File: src/rtl/fetch_queue_if_pkg.sv
// Shared widths, defaults and helpers for the multi-outstanding fetch stage.
package fetch_queue_if_pkg;

    localparam int unsigned BUS_WIDTH          = 32;
    localparam int unsigned DATA_WIDTH         = 32;
    localparam int unsigned FQ_DEPTH           = 4;
    localparam int unsigned FQ_MAX_OUTSTANDING = 2;
    localparam logic [31:0] FQ_RESET_PC        = 32'hfffffffc;

    // Bits needed to hold a counter that ranges over 0..n inclusive.
    function automatic int unsigned cnt_width(input int unsigned n);
        return $clog2(n + 1);
    endfunction

endpackage

File: src/rtl/fetch_queue_if_if.sv
// ROM request/response bus between the fetch stage (master) and instruction ROM (slave).
interface fetch_queue_if_if
    import fetch_queue_if_pkg::*;
#(
    parameter int unsigned BUS_WIDTH  = fetch_queue_if_pkg::BUS_WIDTH,
    parameter int unsigned DATA_WIDTH = fetch_queue_if_pkg::DATA_WIDTH
) ();

    logic                  mem_req;
    logic [BUS_WIDTH-1:0]  mem_addr;
    logic                  mem_addr_ok;
    logic                  mem_data_ok;
    logic [DATA_WIDTH-1:0] rom_rdata;
    logic                  data_ok_resp;

    modport master (
        output mem_req,
        output mem_addr,
        output data_ok_resp,
        input  mem_addr_ok,
        input  mem_data_ok,
        input  rom_rdata
    );

    modport slave (
        input  mem_req,
        input  mem_addr,
        input  data_ok_resp,
        output mem_addr_ok,
        output mem_data_ok,
        output rom_rdata
    );

endinterface

File: src/rtl/fetch_queue_if_fetch_buffer.sv
// In-order fetch buffer: entry array with head/tail/fill pointers, occupancy and pending counts.
module if_fetch_buffer
    import fetch_queue_if_pkg::*;
#(
    parameter int unsigned          BUS_WIDTH  = fetch_queue_if_pkg::BUS_WIDTH,
    parameter int unsigned          DATA_WIDTH = fetch_queue_if_pkg::DATA_WIDTH,
    parameter int unsigned          DEPTH      = FQ_DEPTH,
    parameter logic [BUS_WIDTH-1:0] RESET_PC   = FQ_RESET_PC,
    localparam int unsigned         PW         = $clog2(DEPTH),
    localparam int unsigned         CW         = cnt_width(DEPTH)
) (
    input  logic                  clk,
    input  logic                  rst,
    input  logic                  flush,
    input  logic                  alloc,
    input  logic [BUS_WIDTH-1:0]  alloc_pc,
    input  logic                  fill_en,
    input  logic [DATA_WIDTH-1:0] fill_data,
    input  logic                  commit,
    output logic [CW-1:0]         count,
    output logic [CW-1:0]         pending,
    output logic [BUS_WIDTH-1:0]  head_pc,
    output logic [DATA_WIDTH-1:0] head_inst,
    output logic                  head_filled,
    output logic                  fill_at_head
);

    logic [BUS_WIDTH-1:0]  pc_q     [DEPTH];
    logic [DATA_WIDTH-1:0] inst_q   [DEPTH];
    logic                  filled_q [DEPTH];
    logic [PW-1:0]         head;
    logic [PW-1:0]         tail;
    logic [PW-1:0]         fill;

    always_ff @(posedge clk) begin
        if (rst) begin
            for (int unsigned i = 0; i < DEPTH; i++) begin
                pc_q[i]     <= RESET_PC;
                inst_q[i]   <= '0;
                filled_q[i] <= 1'b0;
            end
            head    <= '0;
            tail    <= '0;
            fill    <= '0;
            count   <= '0;
            pending <= '0;
        end else if (flush) begin
            // A redirect accepted alongside the flush becomes the sole entry, at index 0.
            head    <= '0;
            fill    <= '0;
            tail    <= alloc ? PW'(1) : '0;
            count   <= alloc ? CW'(1) : '0;
            pending <= alloc ? CW'(1) : '0;
            if (alloc) begin
                pc_q[0]     <= alloc_pc;
                filled_q[0] <= 1'b0;
            end
        end else begin
            if (fill_en) begin
                inst_q[fill]   <= fill_data;
                filled_q[fill] <= 1'b1;
                fill           <= fill + PW'(1);
            end
            if (alloc) begin
                pc_q[tail]     <= alloc_pc;
                filled_q[tail] <= 1'b0;
                tail           <= tail + PW'(1);
            end
            if (commit) begin
                head <= head + PW'(1);
            end
            count   <= count + CW'(alloc) - CW'(commit);
            pending <= pending + CW'(alloc) - CW'(fill_en);
        end
    end

    assign head_pc      = pc_q[head];
    assign head_inst    = inst_q[head];
    assign head_filled  = filled_q[head];
    assign fill_at_head = (fill == head);

endmodule

File: src/rtl/fetch_queue_if.sv
// Fetch stage with several ROM requests in flight; discards responses orphaned by cancel.
module fetch_queue_if
    import fetch_queue_if_pkg::*;
#(
    parameter int unsigned          BUS_WIDTH       = fetch_queue_if_pkg::BUS_WIDTH,
    parameter int unsigned          DATA_WIDTH      = fetch_queue_if_pkg::DATA_WIDTH,
    parameter int unsigned          DEPTH           = FQ_DEPTH,
    parameter int unsigned          MAX_OUTSTANDING = FQ_MAX_OUTSTANDING,
    parameter logic [BUS_WIDTH-1:0] RESET_PC        = FQ_RESET_PC
) (
    input  logic                  clk,
    input  logic                  rst,
    input  logic                  hold,
    input  logic                  cancel,
    input  logic                  valid_pre,
    input  logic                  ready_go_pre,
    input  logic [BUS_WIDTH-1:0]  next_pc,
    output logic                  allow_in_if,
    fetch_queue_if_if.master      mem,
    input  logic                  allow_in_id,
    output logic                  valid_if,
    output logic                  ready_go_if,
    output logic [BUS_WIDTH-1:0]  pc_if,
    output logic [DATA_WIDTH-1:0] instruction_if
);

    localparam int unsigned CW = cnt_width(DEPTH);
    localparam int unsigned DW = cnt_width(MAX_OUTSTANDING);

    logic [CW-1:0]         count;
    logic [CW-1:0]         pending;
    logic [DW-1:0]         discard_cnt;
    logic [CW:0]           inflight;
    logic [CW:0]           cancel_sum;
    logic [BUS_WIDTH-1:0]  head_pc;
    logic [DATA_WIDTH-1:0] head_inst;
    logic                  head_filled;
    logic                  fill_at_head;
    logic                  pipe_valid;
    logic                  slot_ok;
    logic                  req_ok;
    logic                  live_resp;
    logic                  bypass;
    logic                  fill_en;
    logic                  commit;

    always_comb begin
        pipe_valid = valid_pre && ready_go_pre;
        inflight   = {1'b0, pending} + (CW + 1)'(discard_cnt);
        slot_ok    = (count < CW'(DEPTH)) && (inflight < (CW + 1)'(MAX_OUTSTANDING));
        allow_in_if      = slot_ok && mem.mem_addr_ok;
        mem.mem_req      = pipe_valid && slot_ok;
        mem.mem_addr     = next_pc;
        mem.data_ok_resp = 1'b1;
        req_ok     = pipe_valid && allow_in_if;

        live_resp  = mem.mem_data_ok && (discard_cnt == '0);
        bypass     = live_resp && (count != '0) && fill_at_head && (pending != '0);
        fill_en    = live_resp && !cancel;

        valid_if       = (count != '0);
        ready_go_if    = (head_filled || bypass) && !hold && valid_if;
        instruction_if = bypass ? mem.rom_rdata : head_inst;
        pc_if          = head_pc;
        commit         = ready_go_if && allow_in_id && !cancel;

        // Every old response still due (pending + already discarding) is dropped; one arriving now is consumed.
        cancel_sum = (CW + 1)'(discard_cnt) + {1'b0, pending} - (CW + 1)'(mem.mem_data_ok);
    end

    always_ff @(posedge clk) begin
        if (rst) begin
            discard_cnt <= '0;
        end else if (cancel) begin
            discard_cnt <= DW'(cancel_sum);
        end else if (mem.mem_data_ok && (discard_cnt != '0)) begin
            discard_cnt <= discard_cnt - DW'(1);
        end
    end

    if_fetch_buffer #(
        .BUS_WIDTH  (BUS_WIDTH),
        .DATA_WIDTH (DATA_WIDTH),
        .DEPTH      (DEPTH),
        .RESET_PC   (RESET_PC)
    ) u_buffer (
        .clk          (clk),
        .rst          (rst),
        .flush        (cancel),
        .alloc        (req_ok),
        .alloc_pc     (next_pc),
        .fill_en      (fill_en),
        .fill_data    (mem.rom_rdata),
        .commit       (commit),
        .count        (count),
        .pending      (pending),
        .head_pc      (head_pc),
        .head_inst    (head_inst),
        .head_filled  (head_filled),
        .fill_at_head (fill_at_head)
    );

endmodule

File: src/flat_wrapper.sv
// flat-port wrapper written by rule: the top's interface ports become plain ports
module fetch_queue_if_flat import fetch_queue_if_pkg::*;
#(
    parameter int unsigned          BUS_WIDTH       = fetch_queue_if_pkg::BUS_WIDTH,
    parameter int unsigned          DATA_WIDTH      = fetch_queue_if_pkg::DATA_WIDTH,
    parameter int unsigned          DEPTH           = FQ_DEPTH,
    parameter int unsigned          MAX_OUTSTANDING = FQ_MAX_OUTSTANDING,
    parameter logic [BUS_WIDTH-1:0] RESET_PC        = FQ_RESET_PC
)
  (clk, rst, hold, cancel, valid_pre, ready_go_pre, next_pc, allow_in_if, allow_in_id, valid_if, ready_go_if, pc_if, instruction_if, mem_mem_req, mem_mem_addr, mem_data_ok_resp, mem_mem_addr_ok, mem_mem_data_ok, mem_rom_rdata);
  fetch_queue_if_if #(.BUS_WIDTH(BUS_WIDTH), .DATA_WIDTH(DATA_WIDTH)) mem_i ();
  input  logic clk;
  input  logic rst;
  input  logic hold;
  input  logic cancel;
  input  logic valid_pre;
  input  logic ready_go_pre;
  input  logic [BUS_WIDTH-1:0] next_pc;
  output logic allow_in_if;
  input  logic allow_in_id;
  output logic valid_if;
  output logic ready_go_if;
  output logic [BUS_WIDTH-1:0] pc_if;
  output logic [DATA_WIDTH-1:0] instruction_if;
  output wire logic [$bits(mem_i.mem_req)-1:0] mem_mem_req;
  output wire logic [$bits(mem_i.mem_addr)-1:0] mem_mem_addr;
  output wire logic [$bits(mem_i.data_ok_resp)-1:0] mem_data_ok_resp;
  input wire logic [$bits(mem_i.mem_addr_ok)-1:0] mem_mem_addr_ok;
  input wire logic [$bits(mem_i.mem_data_ok)-1:0] mem_mem_data_ok;
  input wire logic [$bits(mem_i.rom_rdata)-1:0] mem_rom_rdata;
  assign mem_mem_req = mem_i.mem_req;
  assign mem_mem_addr = mem_i.mem_addr;
  assign mem_data_ok_resp = mem_i.data_ok_resp;
  assign mem_i.mem_addr_ok = mem_mem_addr_ok;
  assign mem_i.mem_data_ok = mem_mem_data_ok;
  assign mem_i.rom_rdata = mem_rom_rdata;
  fetch_queue_if #(.BUS_WIDTH(BUS_WIDTH), .DATA_WIDTH(DATA_WIDTH), .DEPTH(DEPTH), .MAX_OUTSTANDING(MAX_OUTSTANDING), .RESET_PC(RESET_PC)) u_core (.clk(clk), .rst(rst), .hold(hold), .cancel(cancel), .valid_pre(valid_pre), .ready_go_pre(ready_go_pre), .next_pc(next_pc), .allow_in_if(allow_in_if), .mem(mem_i), .allow_in_id(allow_in_id), .valid_if(valid_if), .ready_go_if(ready_go_if), .pc_if(pc_if), .instruction_if(instruction_if));
endmodule
File: config.mk
export PLATFORM = sky130hd
export DESIGN_NAME = fetch_queue_if_flat
export DESIGN_NICKNAME = d
export VERILOG_FILES = /design/src/rtl/fetch_queue_if_pkg.sv /design/src/rtl/fetch_queue_if_if.sv /design/src/rtl/fetch_queue_if_fetch_buffer.sv /design/src/rtl/fetch_queue_if.sv /design/src/flat_wrapper.sv
export SDC_FILE = /design/constraint.sdc
export NUM_CORES = 1
export LEC_CHECK = 0
export ABC_AREA = 1
export CAP_MARGIN = 25
export CORE_UTILIZATION = 55
export CTS_CLUSTER_DIAMETER = 100
export DETAILED_ROUTE_END_ITERATION = 6
export DONT_BUFFER_PORTS = 1
export PLACE_DENSITY = 0.7
export SYNTH_ARGS = -nofsm -noshare
export SYNTH_HDL_FRONTEND = slang
export SYNTH_SLANG_ARGS = --single-unit
File: constraint.sdc
create_clock -name clk -period 5.42 [get_ports clk]
set_clock_uncertainty 0.05 [all_clocks]
set_input_delay 1.084 -clock clk [delete_from_list [all_inputs] [get_ports clk]]
set_output_delay 1.084 -clock clk [all_outputs]
set_load 0.01 [all_outputs]
# Word-level counts from Yosys, hierarchy flattened
# Memory sizes are Yosys's and may differ from the RTL's. A register that Yosys moved wholly into a read port is not among the register bits.
# Cells that the tools add are included.
[classes]
add_sub_neg = 10
mux = 42
n_eq_ne = 1
n_reduce_logical = 29
bitwise_logic = 2
n_lt_le_gt_ge = 2
[op_table]
columns = ["cell", "n"]
rows = [
  ["two-way mux 32 bit", 4],
  ["OR reduction 32 bit", 2],
  ["two-way mux 2 bit", 14],
  ["two-way mux 1 bit", 22],
  ["logical AND 1 bit", 15],
  ["adder 2 x 1 -> 2 bit, second input constant", 3],
  ["adder 3 x 1 -> 3 bit", 2],
  ["two-way mux 3 bit", 2],
  ["nonzero test 2 bit", 3],
  ["nonzero test 3 bit", 2],
  ["subtractor 3 x 1 -> 3 bit", 2],
  ["adder 3 x 2 -> 4 bit", 1],
  ["less-than comparator 4 x 2 -> 1 bit, second input constant", 1],
  ["less-than comparator 3 bit, second input constant", 1],
  ["equality test 2 bit", 1],
  ["logical NOT 1 bit", 2],
  ["logical NOT 2 bit", 1],
  ["bitwise OR 1 bit", 2],
  ["OR reduction 1 bit", 2],
  ["OR reduction 2 bit", 1],
  ["subtractor 2 x 1 -> 2 bit", 1],
  ["subtractor 2 x 1 -> 2 bit, second input constant", 1],
  ["logical OR 1 bit", 1],
]
[totals]
elab_cells = 95
memories = 3
input_bits = 73
ramBits = 260
output_inout_bits = 101
regBits = 14
[memory_table]
columns = ["memory", "depth", "word_bits", "rd", "rd_clocked_by_memory_dff", "wr", "line", "text"]
rows = [
  ["u_core.u_buffer.inst_q", 4, 32, 1, 1, 4, "fetch_queue_if_fetch_buffer.sv:29", "logic [DATA_WIDTH-1:0] inst_q [DEPTH];"],
  ["u_core.u_buffer.pc_q", 4, 32, 1, 1, 4, "fetch_queue_if_fetch_buffer.sv:28", "logic [BUS_WIDTH-1:0] pc_q [DEPTH];"],
  ["u_core.u_buffer.filled_q", 4, 1, 1, 1, 4, "fetch_queue_if_fetch_buffer.sv:30", "logic filled_q [DEPTH];"],
]

# Longest topological paths before layout
# Gate-level depths: netlist (run 1).
[depth]
ltp_word = 12
mapped_depth = 16
ltp_nobuf = 16

# By module
# A second synthesis (run 1) with hierarchy kept.
[hier_totals]
hier_cells = 1332
area_unflattened_um2 = 13027.5
[modules_own_cells]
columns = ["mod", "cells_each", "area_per_inst_um2", "seq_area_each_um2", "n_inst"]
rows = [
  ["if_fetch_buffer", 1131, 12015.3, 8047.7, 1],
  ["fetch_queue_if", 201, 1012.2, 40.0, 1],
]

# Least setup slack after synthesis (run 1)
# OpenSTA, ideal clock, no wires.
[synth_path]
kind = "input port to flip-flop"
start = "input rst"
end = "memory u_core.u_buffer.inst_q[1][0] (enable)"
required_time_ps = 4904
path_buffers = 3
slack_ps = 839
path_stages = 6
setup_time_ps = 466
arrival_ps = 4065
cell_sequence = "buf_2 > inv_2 > nand2_1 > buf_2 > buf_1 > o21ai_0"
[synth_rtl]
columns = ["element", "line", "text"]
rows = [
  ["start, declared", "flat_wrapper.sv:13", "input logic rst;"],
  ["end, declared", "fetch_queue_if_fetch_buffer.sv:29", ""],
]

==> results of run 1 <==
stage by stage:
stage / utilization [%] / power [uW] / std cells / setup slack (ns)
finish: 60.0 / 4510 / 1537 / 1.43
global placement: 56.1 / 2710 / 1488 / 1.64
global route: 60.0 / 4640 / 1537 / 1.23
CTS: 59.9 / 4530 / 1536 / 1.44
floorplan: - / 2670 / 1297 / 0.839
detailed placement: 56.1 / 2720 / 1488 / 1.58
worst min path at each step:
stage	cells after the start	slack [ns]	start	endpoint
after floorplan	2	0.40	u_core.u_buffer.filled_q[3]	u_core.u_buffer.filled_q[3]
after global placement	2	0.42	u_core.u_buffer.filled_q[3]	u_core.u_buffer.filled_q[3]
after detailed placement	2	0.43	u_core.u_buffer.filled_q[3]	u_core.u_buffer.filled_q[3]
final	2	0.44	u_core.u_buffer.filled_q[3]	u_core.u_buffer.filled_q[3]
after CTS	2	0.44	u_core.u_buffer.filled_q[3]	u_core.u_buffer.filled_q[3]
after global routing	2	0.47	u_core.u_buffer.filled_q[3]	u_core.u_buffer.filled_q[3]
cell usage in the layout (no fill, tap or decap), types with 2 or more instances in the layout:
cell type,instances
a21oi_1,7
a22oi_1,2
a31oi_1,2
buf_12,2
buf_4,18
bufinv_16,2
clkbuf_1,7
clkbuf_16,29
clkinv_1,6
clkinv_2,4
clkinvlp_4,2
dfxtp_1,18
edfxtp_1,256
fa_1,3
ha_1,12
inv_1,126
inv_2,3
nand2_1,170
nand2_2,3
nand3_1,39
nand4_1,2
nor2_1,272
nor2_4,4
nor3_1,14
o21ai_0,158
o21ai_1,8
o21ai_2,2
o22ai_1,65
xnor2_1,3
registers in the layout, indices dropped and copies added, names as in the netlist, named ones only:
signal                    count
u_core.u_buffer.fill          2
u_core.u_buffer.filled_q      4
u_core.u_buffer.inst_q      128
u_core.u_buffer.head          2
u_core.u_buffer.pending       3
u_core.u_buffer.tail          2
u_core.u_buffer.pc_q        128
u_core.discard_cnt            2
u_core.u_buffer.count         3
final cells by class:
class / count / area, um^2 / share of cell area (%)
flip-flops and latches: 276 / 8090 / 59.4
clock buffers: 36 / 752 / 5.52
well taps: 285 / 357 / 2.62
inverters: 132 / 497 / 3.65
repair buffers: 20 / 175 / 1.29
clock inverters: 12 / 114 / 0.836
multi-input cells: 776 / 3630 / 26.7
cells by family (layout without fill, tap and decap cells):
kind of cell	Yosys count	after routing	synth area share (%)
other	1	1	0.0293
adders and majority gates	15	15	1.64
AOI/OAI and AO/OA	245	245	10.3
and+or+nand+nor	511	511	16.0
buffers and inverters	245	200	8.58
DFF	276	276	63.2
xor gates and xnor gates	4	4	0.274
worst max-delay path: cells and delay by family, from the launching register on:
family                 cells  cell delay, ns
buffers and inverters      1            0.68
AO/OA/AOI/OAI              3            0.74
flip-flops                 1            0.76
AND/OR/NAND/NOR            1            0.09
power breakdown:
group          switching (uW)  internal [uW]
Clock                     770           1070
Combinational             201           62.2
Sequential               19.2           2390
Total                     990           3520
layer usage:
metal	vias up	global-route usage, %	wire [um]
met5	-	0	0
met4	0	6.51	613
met3	41	4.48	2350
met2	343	40.9	13800
met1	4225	31.2	11600
li1	4205	-	-
cells in the mapped netlist (7+ instances only):
library cell,count,area (um^2)
dfxtp_1,20,400
nand2_1,171,642
edfxtp_1,256,7690
nor3_1,14,70.1
buf_2,20,100
inv_1,129,484
nor2_1,273,1020
ha_1,12,150
o21ai_1,8,40.0
nand3_1,39,195
buf_4,41,308
o22ai_1,65,407
o21ai_0,160,801
clkbuf_1,49,184
a21oi_1,7,35.0
==> key figures, run 1 <==
Timing
  – Final setup viols: 0
  – Worst slew margin: 41.3%
  – Fin. Hold Viols: 0
  – Worst slew pin tran: 0.879 ns
  – Final Cycle Share: 73.7%
  – Min Hold Slack: 0.437 ns
  – F_max: 0.251 GHz
  – RSZ-0062 raised after global routing: false
  – Pins over their slew limit: 0
  – Setup TNS: 0 ns
  – Min cycle time layout: 3.99 ns

Route
  – Via Count: 8814
  – Final antenna-violating net count: 0
  – DR vias/cell: 5.73
  – Routed WL per cell: 18.5 um
  – Initial drt markers: 720
  – Pre-antenna DRT Iters: 5
  – # DRC: 0
  – Detailed Route WL: 28.4 mm

Placed design
  – I/O Buffers: 0
  – Placed instance area: 12700 um^2
  – RD Place Congestion: 0.825
  – HPWL Detailed: 16.1 mm

Cells and area
  – Fraction of layout cells with a size suffix above 1: 6.15%
  – Fill cell count: 1909
  – ANT cells: 0
  – Layout area overhead: 6.39%
  – Nets@finish: 1323
  – Final Cell Area: 13600 um^2

Clocking
  – Total setup buffers inserted after CTS: 0
  – Clock-pin slew on the worst setup and hold paths: 0.06 ns
  – CTS tree: yes
  – Longest Clk Path Bufs: 3
  – CTS Root Cell: clkbuf_16
  – Worst-Skew Late Latency: 0.53 ns
  – H-tree depth: 1
  – Post-CTS Hold Buffers: 0
  – Post_cts resized: 0
  – # clock sinks: 276
  – Num CTS Buffers: 29

Synth
  – Synthesized instance count: 1297
  – Sequential share of the synthesized area: 63.2%
  – Mapped cell area: 12800 um^2
  – Synthesis Warnings: 0
  – Post-synth EDFFs: 256
  – Post-synthesis sequential element count: 276
  – Syn Nets: 1385
  – Ys async rst share: 0%
  – Post-synthesis cell type count: 35
  – Syn Area/Cell: 9.87 um^2
  – Most used DFF post-synth: edfxtp_1

Die
  – Starting Density: 56.4%
  – Die W: 155 um
  – IO Pins: 174
  – Core ar.: 22700 um^2
  – Row cnt: 55
  – Full die area: 23900 um^2
  – Die H: 155 um

Critical path
  – Critical Path End: instruction_if[4]
  – Crit path largest cell delay: 0.76 ns
  – Reg2reg end: u_core.u_buffer.pc_q[0][5]
  – Max FO, Critical Path: 68
  – R2r setup slk: 1.83 ns
  – WP data arrival: 2.86 ns
  – Worst path cell trace: buf_4, o21ai_0, o22ai_1, nand2_1, o21ai_1
  – Worst reg-to-reg path cell count: 10
  – Worst path slowest cell: dfxtp_4
  – Reg2Reg Launch Point: u_core.u_buffer.pending[0]
  – Critical path type: reg -> out
  – Req. time, crit path: 4.29 ns
  – Worst setup EP type: output pin
  – Startpoint Class: register

Run
  – Max-Cap Viols: 0

GRT
  – Gr ovfl total: 0
  – Vias in the first global route: 8384
  – Largest net degree at the start of global routing: 69
  – Global-route wire length before repair: 44.4 mm
  – Total GRT Usage: 23.9%
  – Initial antenna violation count: 0

Run status
  – Status: complete, no violations

Hold path
  – Worst min path class: reg -> reg

Pwr
  – Pleak: 0.00470 uW
  – VDD IR max: 0.226 mV
  – Pwr dens: 331 nW/um^2
Power figures use the tool's default switching activity.
==> run 2: changes to the inputs <==
==> constraint.sdc (replaced) <==
create_clock -name clk -period 4.14 [get_ports clk]
set_clock_uncertainty 0.05 [all_clocks]
set_input_delay 0.828 -clock clk [delete_from_list [all_inputs] [get_ports clk]]
set_output_delay 0.828 -clock clk [all_outputs]
set_load 0.01 [all_outputs]
==> key figures, run 2 (same netlist as run 1, synthesis figures left out) <==
Run status
  – Status: complete, no violations

Critical path
  – Max FO, Critical Path: 25 (-63%)
  – Top cell by count, worst path: buf_4
  – Reg2reg end: u_core.u_buffer.pc_q[1][17]
  – Worst setup EP type: output pin
  – WP data arrival: 2.88 ns (+0.02 ns)
  – Worst path cell trace: inv_1, ha_1, nand2_1, nor2_1, nand3_2, buf_4, buf_4, o21ai_1
  – Worst path slowest cell: nand3_2
  – Req. time, crit path: 3.26 ns (-1.03 ns)
  – Startpoint Class: register
  – Critical path type: reg -> out
  – R2r setup slk: 0.81 ns (-1.02 ns)
  – Crit path largest cell delay: 0.56 ns (-0.20 ns)
  – Reg2Reg Launch Point: u_core.u_buffer.pending[0]
  – Worst reg-to-reg path cell count: 10 (unchanged)

Clocking
  – Post_cts resized: 0 (unchanged)
  – Total setup buffers inserted after CTS: 0 (unchanged)
  – Num CTS Buffers: 29 (unchanged)
  – Clock-pin slew on the worst setup and hold paths: 0.06 ns (about the same)
  – Worst-Skew Late Latency: 0.54 ns (about the same)
  – # clock sinks: 276 (unchanged)
  – Post-CTS Hold Buffers: 0 (unchanged)
  – H-tree depth: 1 (unchanged)
  – CTS Root Cell: clkbuf_16
  – Longest Clk Path Bufs: 3 (unchanged)
  – CTS tree: yes

Route
  – Via Count: 8947 (+1.5%)
  – Initial drt markers: 838 (+16%)
  – Final antenna-violating net count: 0 (unchanged)
  – Pre-antenna DRT Iters: 7 (+2)
  – Routed WL per cell: 18.9 um (+2.1%)
  – Detailed Route WL: 29.2 mm (+2.7%)
  – # DRC: 0 (unchanged)
  – DR vias/cell: 5.79 (+0.92%)

Cells and area
  – Fill cell count: 1818 (-4.8%)
  – Reg area: 8090 um^2 (unchanged)
  – Nets@finish: 1327 (+0.30%)
  – Multi-input logic area: 3640 um^2 (+0.28%)
  – Fraction of layout cells with a size suffix above 1: 6.83% (+0.68 points)
  – Most common cell after layout, fill and taps aside: nor2_1
  – Top Registers: u_core.u_buffer.inst_q (128), u_core.u_buffer.pc_q (128), u_core.u_buffer.filled_q (4)
  – Final cell count without fillers: 1546 (+0.59%)
  – Most frequent cells in the layout: nor2_1, edfxtp_1, nand2_1
  – Layout area overhead: 7.53%
  – Final Cell Area: 13800 um^2 (+1.1%)

Timing
  – RSZ-0062 raised after global routing: false
  – Pins over their slew limit: 0 (unchanged)
  – Final Cycle Share: 90.7%
  – Final setup viols: 0 (unchanged)
  – F_max: 0.266 GHz
  – Worst slew pin tran: 0.853 ns (-0.0255 ns)
  – Fin. Hold Viols: 0 (unchanged)
  – Setup ws final: 0.387 ns (-1.04 ns)
  – Setup TNS: 0 ns (unchanged)
  – Worst slew margin: 43.0% (+1.7 points)
  – Min cycle time layout: 3.75 ns

Die
  – Full die area: 23900 um^2 (unchanged)
  – Die W: 155 um (unchanged)
  – Core ar.: 22700 um^2 (unchanged)
  – Row cnt: 55 (unchanged)
  – IO Pins: 174 (unchanged)
  – Starting Density: 56.4% (unchanged)
  – Die H: 155 um (unchanged)

Pwr
  – Total Power: 6190 uW (+37%)
  – VDD IR max: 0.300 mV (+33%)
  – Pleak: 0.00477 uW (+1.7%)
  – Pwr dens: 450 nW/um^2 (+36%)

Placed design
  – HPWL Detailed: 16.5 mm (+2.0%)
  – Placed instance area: 12800 um^2 (+0.38%)
  – I/O Buffers: 0 (unchanged)
  – RD Place Congestion: 0.782 (-5.1%)
  – DP Cell Count: 1493 (+0.34%)
  – DP Worst Slack: 0.744 ns (-0.832 ns)

Hold path
  – Worst hold path endpoint: u_core.u_buffer.tail[1]
  – Hold path startpoint: rst
  – Worst min path class: in -> reg
  – Min-Delay Path Depth: 1 (-1)

GRT
  – Initial antenna violation count: 1 (+1)
  – Total GRT Usage: 24.5% (+0.67 points)
  – Largest net degree at the start of global routing: 75 (+8.7%)
  – Vias in the first global route: 8719 (+4.0%)
  – Global-route wire length before repair: 45.5 mm (+2.5%)
  – Gr ovfl total: 0 (unchanged)

Run
  – Max-Cap Viols: 0 (unchanged)
-- run 2: cell types whose count changed in the layout (fill, tap and decap cells not counted), moves of 2 or more --
cell       before  now
o21ai_4         0    2
clkbuf_1        7    5
clkbuf_8        0    2
buf_4          18   23
bufinv_16       2    5
o21ai_2         2    0
-- run 2: worst max path at each step --
stage,start,end,cells after the start
global route,u_core.discard_cnt[1],instruction_if[5],8
floorplan,u_core.u_buffer.pending[0],u_core.u_buffer.pc_q[2][0],8
CTS,u_core.discard_cnt[1],instruction_if[5],8
global placement,mem_mem_data_ok,instruction_if[5],6
finish,u_core.discard_cnt[1],instruction_if[2],8
detailed placement,mem_mem_data_ok,instruction_if[5],6
-- run 2: where the power goes --
part | switching [uW] | total [uW] | internal (uW)
clock | 1060 | 2690 | 1630
combinational | 267 | 347 | 80.9
sequential | 26.2 | 3160 | 3130
-- run 2: cell type report --
class	count	area share [%]
timing repair buffer	24	1.40
inverter	132	3.62
clock inverter	16	1.52
multi-input combinational	776	26.5
tap	285	2.59
antenna	1	0.0182
clock buffer	36	5.61
sequential	276	58.8
-- run 2: critical path: cells and delay by family (launching register included) --
kind            cells  cell delay (ns)
fa+ha+maj           1             0.18
flops               1             0.31
buf+inv             3             0.72
simple gates        3             0.89
compound gates      1             0.22
-- run 2: per-stage QoR --
stage / utilization (%) / hold WS, ns
final: 60.6 / 0.297
after global routing: 60.6 / 0.283
after CTS: 60.6 / 0.283
after detailed placement: 56.3 / 0.421
after global placement: 56.3 / 0.414
after floorplan: - / 0.405
-- run 2: per-layer routing --
metal,track usage [%],vias up,share of wire [%]
met5,0,-,0
met2,41.7,355,49
met4,7.97,0,1.8
met3,4.76,44,8.0
li1,-,4219,-
met1,31.8,4329,41
==> run 3: changes to the inputs <==
==> constraint.sdc (replaced) <==
create_clock -name clk -period 4.7 [get_ports clk]
set_clock_uncertainty 0.05 [all_clocks]
set_input_delay 0.94 -clock clk [delete_from_list [all_inputs] [get_ports clk]]
set_output_delay 0.94 -clock clk [all_outputs]
set_load 0.01 [all_outputs]
==> key figures, run 3 (same netlist as run 1, synthesis figures left out) <==
Cells and area
  – Final cell count without fillers: 1542 (-0.26%)
  – Nets@finish: 1324 (-0.23%)
  – Multi-input logic area: 3630 um^2 (-0.41%)
  – Final Cell Area: 13700 um^2 (-0.16%)
  – ANT cells: 0 (-1)
  – Reg area: 8090 um^2 (unchanged)
  – Fraction of layout cells with a size suffix above 1: 6.68% (-0.14 points)
  – Most common cell after layout, fill and taps aside: nor2_1
  – Fill cell count: 1869 (+2.8%)
  – Top Registers: u_core.u_buffer.inst_q (128), u_core.u_buffer.pc_q (128), u_core.u_buffer.filled_q (4)
  – Layout area overhead: 7.36%
  – Core Util, Final: 60.5% (-0.099 points)
  – Most frequent cells in the layout: nor2_1, edfxtp_1, nand2_1

Timing
  – Final setup viols: 0 (unchanged)
  – RSZ-0062 raised after global routing: false
  – Setup TNS: 0 ns (unchanged)
  – F_max: 0.263 GHz
  – Fin. Hold Viols: 0 (unchanged)
  – Pins over their slew limit: 0 (unchanged)
  – Worst slew margin: 38.6% (-4.4 points)
  – Min cycle time layout: 3.81 ns
  – Final Cycle Share: 81.0%
  – Min Hold Slack: 0.409 ns (+0.112 ns)
  – Worst slew pin tran: 0.919 ns (+0.0652 ns)

Critical path
  – Worst path cell trace: clkinv_2, buf_12, o21ai_0, o22ai_1, nand2_1, o21ai_0
  – Worst setup EP type: output pin
  – Top cell by count, worst path: o21ai_0
  – Crit path largest cell delay: 0.72 ns (+0.16 ns)
  – Startpoint Class: register
  – CP top delay family: buffers and inverters
  – Worst path slowest cell: dfxtp_4
  – Critical path type: reg -> out
  – Req. time, crit path: 3.71 ns (+0.45 ns)
  – WP data arrival: 2.82 ns (-0.06 ns)
  – Max FO, Critical Path: 68 (+170%)
  – Crit path buf inv count: 2 (-1)

Clocking
  – Longest Clk Path Bufs: 3 (unchanged)
  – Post_cts resized: 0 (unchanged)
  – Clock-pin slew on the worst setup and hold paths: 0.06 ns (about the same)
  – H-tree depth: 1 (unchanged)
  – CTS tree: yes
  – Total setup buffers inserted after CTS: 0 (unchanged)
  – # clock sinks: 276 (unchanged)
  – Post-CTS Hold Buffers: 0 (unchanged)
  – CTS Root Cell: clkbuf_16
  – Worst-Skew Late Latency: 0.55 ns (about the same)
  – Num CTS Buffers: 29 (unchanged)

Die
  – IO Pins: 174 (unchanged)
  – Die W: 155 um (unchanged)
  – Starting Density: 56.4% (unchanged)
  – Full die area: 23900 um^2 (unchanged)
  – Row cnt: 55 (unchanged)
  – Core ar.: 22700 um^2 (unchanged)
  – Die H: 155 um (unchanged)

Pwr
  – VDD IR max: 0.343 mV (+14%)
  – Pwr dens: 399 nW/um^2 (-11%)
  – Pleak: 0.00477 uW (-0.13%)

Route
  – # DRC: 0 (unchanged)
  – Initial drt markers: 606 (-28%)
  – Detailed Route WL: 29.0 mm (-0.65%)
  – Final antenna-violating net count: 0 (unchanged)
  – Via Count: 8873 (-0.83%)
  – Routed WL per cell: 18.8 um (-0.39%)
  – Pre-antenna DRT Iters: 5 (-2)
  – DR vias/cell: 5.75 (-0.57%)

GRT
  – Largest net degree at the start of global routing: 75 (unchanged)
  – Total GRT Usage: 24.4% (-0.12 points)
  – Vias in the first global route: 8650 (-0.79%)
  – Global-route wire length before repair: 45.2 mm (-0.55%)
  – Initial antenna violation count: 0 (-1)
  – Gr ovfl total: 0 (unchanged)

Placed design
  – HPWL Detailed: 16.0 mm (-3.1%)
  – DP Cell Count: 1490 (-0.20%)
  – I/O Buffers: 0 (unchanged)
  – Placed instance area: 12700 um^2 (-0.30%)
  – RD Place Congestion: 0.792 (+1.2%)

Hold path
  – Worst min path class: in -> reg

Run status
  – Status: complete, no violations

Run
  – Max-Cap Viols: 0 (unchanged)
run 3: cell count changes in the layout (fill, tap and decap cells not counted), moves of 2 or more:
cell / before / now
buf_4: 23 / 20
clkinv_2: 3 / 6
inv_6: 2 / 0
o21ai_2: 0 / 2
o21ai_4: 2 / 0
run 3: power breakdown:
part	switching (uW)	internal (uW)	total [uW]
Combinational	235	69.5	304
Clock	913	1480	2390
Sequential	22.5	2760	2780
Total	1170	4310	5480
run 3: layout make-up:
| class | instances | area share, % |
|---|---|---|
| Clock buffer | 35 | 5.59 |
| Clock inverter | 17 | 1.68 |
| Inverter | 132 | 3.61 |
| Multi-Input combinational cell | 776 | 26.4 |
| Sequential cell | 276 | 58.9 |
| Tap cell | 285 | 2.59 |
| Timing Repair Buffer | 21 | 1.24 |
run 3: worst paths after layout:
kind                          startpoint                     endpoint  slack (ns)  cells past startpoint
max                             register           instruction_if[11]        0.89                      6
max reg2reg   u_core.u_buffer.pending[0]  u_core.u_buffer.pc_q[1][17]        1.33                     10
min                                  rst      u_core.u_buffer.tail[1]        0.41                      1
min reg2reg  u_core.u_buffer.filled_q[2]  u_core.u_buffer.filled_q[2]        0.45                      2
run 3: routing by layer:
metal,vias to the layer above,GRT usage [%],part of all wire (%)
li1,4204,-,-
met1,4281,31.5,41
met2,336,41.0,49
met3,52,5.04,7.9
met4,0,8.72,2.7
met5,-,0,0
run 3: worst reg2reg max path: stages, from the launching register on:
cell     delay (ns)
dfxtp_1        0.36
ha_1           0.18
inv_1          0.06
fa_1           0.58
nand2_1        0.08
a21oi_2        0.16
nand4_2        0.39
nor2_4         0.22
nand2_2        0.12
nor2_4         0.71
nand2_1        0.14
run 3: metrics by stage:
stage | power (uW) | setup slack, ns
finish | 5480 | 0.894
global route | 5640 | 0.667
CTS | 5500 | 0.834
detailed placement | 3140 | 1.37
global placement | 3130 | 1.45
floorplan | 3080 | 0.206
